--- config.mk ---
export PLATFORM = sky130hd
export DESIGN_NAME = obb_frame_sequencer
export DESIGN_NICKNAME = d
export VERILOG_FILES = /design/src/rtl/obb_pkg.sv /design/src/rtl/obb_point_buf.sv /design/src/rtl/obb_frame_sequencer.sv
export SDC_FILE = /design/constraint.sdc
export NUM_CORES = 1
export LEC_CHECK = 0
export CORE_MARGIN = 2
export CORE_UTILIZATION = 30
export CTS_CLUSTER_DIAMETER = 50
export DETAILED_ROUTE_END_ITERATION = 16
export GPL_TIMING_DRIVEN = 0
export PLACE_DENSITY = 0.51
export SYNTH_ARGS = -nofsm -noshare
export SYNTH_HDL_FRONTEND = slang
export SYNTH_SLANG_ARGS = --single-unit
--- constraint.sdc ---
create_clock -name clk -period 2.9 [get_ports clk]
set_input_delay 0.29 -clock clk [delete_from_list [all_inputs] [get_ports clk]]
set_output_delay 0.29 -clock clk [all_outputs]
set_load 0.01 [all_outputs]
--- src/rtl/obb_pkg.sv ---
// Shared types for the OBB front end: sequencer state encoding, default coordinate width,
// and the packed {x,y,z} point layout used everywhere a point travels as one word.
package obb_pkg;

  localparam int OBB_CW = 10;

  typedef enum logic [2:0] {
    ST_IDLE   = 3'd0,
    ST_FILL   = 3'd1,
    ST_CLEAR  = 3'd2,
    ST_STREAM = 3'd3,
    ST_CALC   = 3'd4,
    ST_DONE   = 3'd5
  } state_t;

  // x occupies the MSBs, matching the {x,y,z} concatenation used on the buffer port.
  typedef struct packed {
    logic signed [OBB_CW-1:0] x;
    logic signed [OBB_CW-1:0] y;
    logic signed [OBB_CW-1:0] z;
  } point_t;

  function automatic int max3(input int a, input int b, input int c);
    int m;
    m = (a > b) ? a : b;
    return (m > c) ? m : c;
  endfunction

endpackage

--- src/rtl/obb_point_buf.sv ---
// One-frame point store: 1W/1R register array with independent write and read pointers.
// Read data is combinational from the read pointer; wr_clr redirects a same-cycle write to entry 0.
module obb_point_buf #(
  parameter int NPTS = 16,
  parameter int W    = 30
) (
  input  logic         clk,
  input  logic         rst,
  input  logic         wr_clr,
  input  logic         wr_en,
  input  logic [W-1:0] wr_dat,
  input  logic         rd_clr,
  input  logic         rd_en,
  output logic [W-1:0] rd_dat
);

  localparam int PW = (NPTS > 1) ? $clog2(NPTS) : 1;

  logic [W-1:0]  mem [NPTS];
  logic [PW-1:0] wr_ptr;
  logic [PW-1:0] rd_ptr;
  logic [PW-1:0] wr_addr;

  function automatic logic [PW-1:0] ptr_inc(input logic [PW-1:0] p);
    return (p == PW'(NPTS - 1)) ? '0 : p + PW'(1);
  endfunction

  assign wr_addr = wr_clr ? '0 : wr_ptr;

  always_ff @(posedge clk or negedge rst) begin
    if (!rst) begin
      wr_ptr <= '0;
      rd_ptr <= '0;
    end else begin
      if (wr_en)       wr_ptr <= ptr_inc(wr_addr);
      else if (wr_clr) wr_ptr <= '0;

      if (rd_clr)      rd_ptr <= '0;
      else if (rd_en)  rd_ptr <= ptr_inc(rd_ptr);
    end
  end

  // Storage is never read before it is written within a frame, so it needs no reset.
  always_ff @(posedge clk) begin
    if (wr_en) mem[wr_addr] <= wr_dat;
  end

  assign rd_dat = mem[rd_ptr];

endmodule

--- src/rtl/obb_frame_sequencer.sv ---
// Buffers one frame of points, clears the OBB datapath, replays the frame bubble-free and flags results.
// in_ready is high only in IDLE/FILL; first dp_valid lands CLR_CYC+1 cycles after the in_last accept.
module obb_frame_sequencer
  import obb_pkg::*;
#(
  parameter int CW       = OBB_CW,
  parameter int NPTS     = 16,
  parameter int CLR_CYC  = 5,
  parameter int CALC_LAT = 250
) (
  input  logic                      clk,
  input  logic                      rst,
  input  logic                      in_valid,
  output logic                      in_ready,
  input  logic [CW-1:0]             in_x,
  input  logic [CW-1:0]             in_y,
  input  logic [CW-1:0]             in_z,
  input  logic                      in_last,
  output logic                      dp_clr,
  output logic                      dp_valid,
  output logic [CW-1:0]             dp_x,
  output logic [CW-1:0]             dp_y,
  output logic [CW-1:0]             dp_z,
  output logic                      res_valid,
  output logic [$clog2(NPTS+1)-1:0] frame_len,
  output logic                      busy,
  output logic                      err_trunc
);

  localparam int LEN_W   = $clog2(NPTS + 1);
  localparam int CNT_MAX = max3(CLR_CYC, NPTS, CALC_LAT);
  localparam int CNT_W   = $clog2(CNT_MAX + 1);

  state_t           state;
  state_t           state_nxt;
  logic             run;
  logic             accept;
  logic [CNT_W-1:0] cnt;
  logic             fill_full;
  logic             clr_done;
  logic             strm_done;
  logic             calc_done;
  logic [3*CW-1:0]  rd_dat;

  assign accept    = in_valid & in_ready;
  assign fill_full = (frame_len == LEN_W'(NPTS - 1));
  assign clr_done  = (cnt == CNT_W'(CLR_CYC - 1));
  assign strm_done = (cnt == CNT_W'(frame_len) - CNT_W'(1));
  // The last STREAM cycle is the first cycle of compute latency, so CALC itself lasts CALC_LAT-1.
  assign calc_done = (cnt == CNT_W'(CALC_LAT - 2));

  // run stays low for the first cycle after reset release so dp_clr covers the whole reset window.
  always_ff @(posedge clk or negedge rst) begin
    if (!rst) begin
      state <= ST_IDLE;
      run   <= 1'b0;
    end else begin
      state <= state_nxt;
      run   <= 1'b1;
    end
  end

  always_comb begin
    state_nxt = state;
    case (state)
      ST_IDLE:   if (accept) state_nxt = in_last ? ST_CLEAR : ST_FILL;
      ST_FILL:   if (accept && (in_last || fill_full)) state_nxt = ST_CLEAR;
      ST_CLEAR:  if (clr_done) state_nxt = ST_STREAM;
      ST_STREAM: if (strm_done) state_nxt = ST_CALC;
      ST_CALC:   if (calc_done) state_nxt = ST_DONE;
      ST_DONE:   state_nxt = ST_IDLE;
      default:   state_nxt = ST_IDLE;
    endcase
  end

  always_comb begin
    in_ready  = 1'b0;
    dp_clr    = ~run;
    dp_valid  = 1'b0;
    res_valid = 1'b0;
    busy      = (state != ST_IDLE);
    if (run) begin
      case (state)
        ST_IDLE,
        ST_FILL:   in_ready  = 1'b1;
        ST_CLEAR:  dp_clr    = 1'b1;
        ST_STREAM: dp_valid  = 1'b1;
        ST_DONE:   res_valid = 1'b1;
        default:   ;
      endcase
    end
  end

  always_ff @(posedge clk or negedge rst) begin
    if (!rst) begin
      cnt       <= '0;
      frame_len <= '0;
      err_trunc <= 1'b0;
    end else begin
      if (state_nxt != state) cnt <= '0;
      else                    cnt <= cnt + CNT_W'(1);

      if (accept) begin
        if (state == ST_IDLE) begin
          frame_len <= LEN_W'(1);
          err_trunc <= 1'b0;
        end else begin
          frame_len <= frame_len + LEN_W'(1);
          err_trunc <= fill_full & ~in_last;
        end
      end
    end
  end

  obb_point_buf #(
    .NPTS (NPTS),
    .W    (3 * CW)
  ) u_buf (
    .clk    (clk),
    .rst    (rst),
    .wr_clr (state == ST_IDLE),
    .wr_en  (accept),
    .wr_dat ({in_x, in_y, in_z}),
    .rd_clr (state == ST_CLEAR),
    .rd_en  (dp_valid),
    .rd_dat (rd_dat)
  );

  assign dp_x = dp_valid ? rd_dat[3*CW-1:2*CW] : '0;
  assign dp_y = dp_valid ? rd_dat[2*CW-1:CW]   : '0;
  assign dp_z = dp_valid ? rd_dat[CW-1:0]      : '0;

endmodule

==> run_results.csv <==
group,metric,value,unit
power_and_ir_drop,p_int,0.0144,W
yosys,synth_flop_cell,"edfxtp_1",
floorplan,die_area,68200,um^2
clocking,cts_root_buf,"clkbuf_16",
clocking,cts_sinks,506,
yosys,synthTopCellsByArea,"edfxtp_1, mux4_2, dfrtp_1, mux2i_1, o22ai_1",
power_and_ir_drop,pwr-share-clk,36.7,%
final_layout,syn_to_final_growth,28.6,%
setup_path,start_kind,"register",
yosys,yosysWarnings,0,
power_and_ir_drop,comb_power_share,21.2,%
global_routing,grt_pass1_wl,71500,um
global_routing,grt_pass1_vias,10600,
final_layout,num-fill-cells,5931,
power_and_ir_drop,power_density,752,nW/um^2
setup_path,crit_type,"reg -> out",
clocking,numCtsBuffers,57,
timing,grt_setup_unrepaired,"yes",
yosys,synth_top_area_cell,"edfxtp_1",
global_routing,antenna_found_initial,0,
power_and_ir_drop,swShare,25.1,%
hold_path,hold_path.class,"in -> async",
route,wire_per_inst,23.5,um
yosys,synth_enable_flop_cells,480,
route,postRouteAntennaNets,0,
outcome,status,"finished, violations left",
yosys,netlist_instances,935,
final_layout,final_nets,1199,
floorplan,start_util,30.2,%
final_layout,final_cells,2065,
final_layout,fin_util,38.9,%
yosys,synthDominantCellAreaShare,72.7,%
timing,finalMaxSlewViolations,0,
setup_path,cp-end-kind,"output port",
clocking,insertion_delay,0.61,ns
route,via_per_inst,4.81,
timing,min_period,2.93,ns
yosys,ys_seq_area_share,75.9,%
clocking,clk_path_buf_depth,3,
power_and_ir_drop,p_leak,8.39,nW
final_layout,n_antenna_cell,0,
floorplan,fp.dieH,261,um
setup_path,worstPathRequired,2.61,ns
floorplan,die_width,261,um
timing,post-route-period-util,101,%
route,first_pass_iters,5,
timing,worstMarginPinSlew,0.637,ns
timing,finalHoldViolCount,0,
route,routed_wl,48500,um
yosys,yosysUniqueCellTypes,48,
setup_path,crit_arrival,2.64,ns
placed_design,dpl.hpwl,29500,um
outcome,violations,"negative setup slack",
timing,relSlewSlack,57.5,%
timing,fmax,0.341,GHz
run,drv_cap,0,
placed_design,io_buffer_count,74,
route,first_iter_violations,763,
clocking,cts_tree,"built",
final_layout,drive_gt1_share,36.2,%
yosys,syn_area,19800,um^2
route,vias,9934,
yosys,synth_seq_cells,506,
global_routing,grt_overflow,0,
placed_design,place_inst,1889,
floorplan,coreArea,65600,um^2
timing,final.setup_skew,0.0158,ns
power_and_ir_drop,seq_power_share,42.1,%
setup_path,crit_fanout,6,
floorplan,io_pins,75,
placed_design,post-place-ws,-0.607,ns
timing,finalSetupViolCount,1,
yosys,syn_nets,979,
yosys,async_flop_share,5.14,%
clocking,clk_pin_slew_worst_paths,0.05,ns
yosys,avgSynthCellArea,21.2,um^2
power_and_ir_drop,vdd_ir_drop_max,0.500,mV
global_routing,grt_usage,14.5,%
floorplan,row_count,94,
route,drc,0,
clocking,htree_levels,2,
placed_design,finalWeightedCongestion,0.708,
power_and_ir_drop,p_switching,0.00482,W
global_routing,grt_start_max_net_pins,27,
timing,fin_ws,-0.0303,ns
## registers in the layout, summed over array words and instances, names as in the netlist
register and flops:
cnt 8, err_trunc 1, frame_len 5, run 1, state 3, u_buf.mem 480, u_buf.rd_ptr 4, u_buf.wr_ptr 4
## routing by layer
metal	vias up	global-route usage [%]	wire (um)
li1	4337	-	-
met1	5305	20.2	21900
met2	229	23.4	23200
met3	63	2.47	2430
met4	0	4.14	919
met5	-	0	0
## stage by stage
stage	power, W	cell area (um^2)	TNS [ns]	hold WS (ns)
after detailed placement	0.0113	22200	-35.61	0.480
final	0.0192	25500	-0.0303	0.258
after floorplan	0.0103	19800	-79.71	-0.00559
after global routing	0.0199	25500	-0.679	0.315
after CTS	0.0193	25400	-0.784	0.371
after global placement	0.0113	21700	-953.10	0.468
## area by class of cell
type / count / area, um^2 / share of cell area [%]
multi-input cells: 369 / 4920 / 19.3
inverters: 11 / 41.3 / 0.162
clock inverters: 29 / 287 / 1.12
clock buffers: 76 / 1560 / 6.12
well taps: 864 / 1080 / 4.24
repair buffers: 162 / 1990 / 7.82
flip-flops and latches: 506 / 15100 / 59.0
plain buffers: 48 / 568 / 2.23
## path summary, 6_finish.rpt
check                                         endpoint                        start  slack [ns]  cells past startpoint
max                                            dp_z[3]  u_buf.rd_ptr[0]$_DFFE_PN0P_       -0.03                      9
min                                   cnt[3]$_DFF_PN0_                          rst        0.26                      2
max reg2reg                u_buf.mem[12][15]$_DFFE_PP_           state[2]$_DFF_PN0_        0.16                      8
min reg2reg                  u_buf.wr_ptr[0]$_DFF_PN0_    u_buf.wr_ptr[0]$_DFF_PN0_        0.49                      1
max in group asynchronous  u_buf.rd_ptr[2]$_DFFE_PN0P_                          rst        2.23                      2
min in group clk                 err_trunc$_DFFE_PN0P_                      in_last        0.47                      3
## power groups by stage
| stage | logic [W] | registers [W] | clock network, W |
|---|---|---|---|
| after floorplan | 0.00214 | 0.00819 | 0 |
| after global placement | 0.00311 | 0.00819 | 0 |
| final | 0.00407 | 0.00807 | 0.00705 |
| after global routing | 0.00434 | 0.00807 | 0.00748 |
| after detailed placement | 0.00315 | 0.00819 | 0 |
| after CTS | 0.00405 | 0.00807 | 0.00721 |
## cells by family (layout without fill, tap and decap cells)
logic type,Yosys count,after routing,synth area share [%]
multiplexers,182,182,16.8
buffers and inverters,60,326,1.48
XOR/XNOR,13,13,0.574
other,1,1,0.0189
adder cells (fa/ha/maj),10,10,0.631
flip-flops,506,506,75.9
AO/OA/AOI/OAI,67,67,2.26
AND/OR/NAND/NOR,96,96,2.35
## cell usage after synthesis, types with 2 or more instances
cell type	n
nor3_1	2
o21ai_0	9
buf_2	24
buf_4	8
nand3_1	8
nor4bb_1	2
or3_1	2
clkbuf_1	15
ha_1	10
xor2_1	8
o22ai_1	32
xnor2_1	5
inv_1	11
edfxtp_1	480
mux2i_1	62
nand2b_1	5
dfrtp_1	26
a21oi_1	8
and3_1	7
o21a_1	2
nand2_1	23
nor2_1	35
or2_2	2
a22oi_1	2
and2_1	3
mux4_2	120
o211ai_1	3
## critical path: stages, from the launching register on
cell and delay, ns:
dfrtp_1 0.40, buf_8 0.16, buf_12 0.13, buf_16 0.14
buf_16 0.13, buf_12 0.12, mux4_2 0.42, mux2i_2 0.20
o22ai_2 0.16, buf_2 0.17
## layout by cell type, fill, tap and decap left out, types with 9 or more instances in the layout
cell type,count
mux4_2,120
nor2_4,16
buf_2,34
o21ai_0,9
buf_16,18
dfrtp_1,26
nor2_1,19
mux2i_4,9
clkbuf_1,17
o22ai_2,21
buf_6,15
clkbuf_16,60
buf_12,40
ha_1,10
mux2i_1,39
edfxtp_1,480
nand2_1,23
buf_4,40
clkinv_2,9
clkdlybuf4s50_1,43
mux2i_2,14
o22ai_1,10
inv_1,11
## what timing repair did
item | CTS | global route
buffers inserted | 49 | 19
hold buffers | 0 | 1
pin swaps | 37 | 9
gates resized for setup | 267 | 23
cloned | 8 | 0
endpoints found under the hold margin | 0 | 26
setup endpoints to repair | 300 | 67
Power figures use the tool's default switching activity.
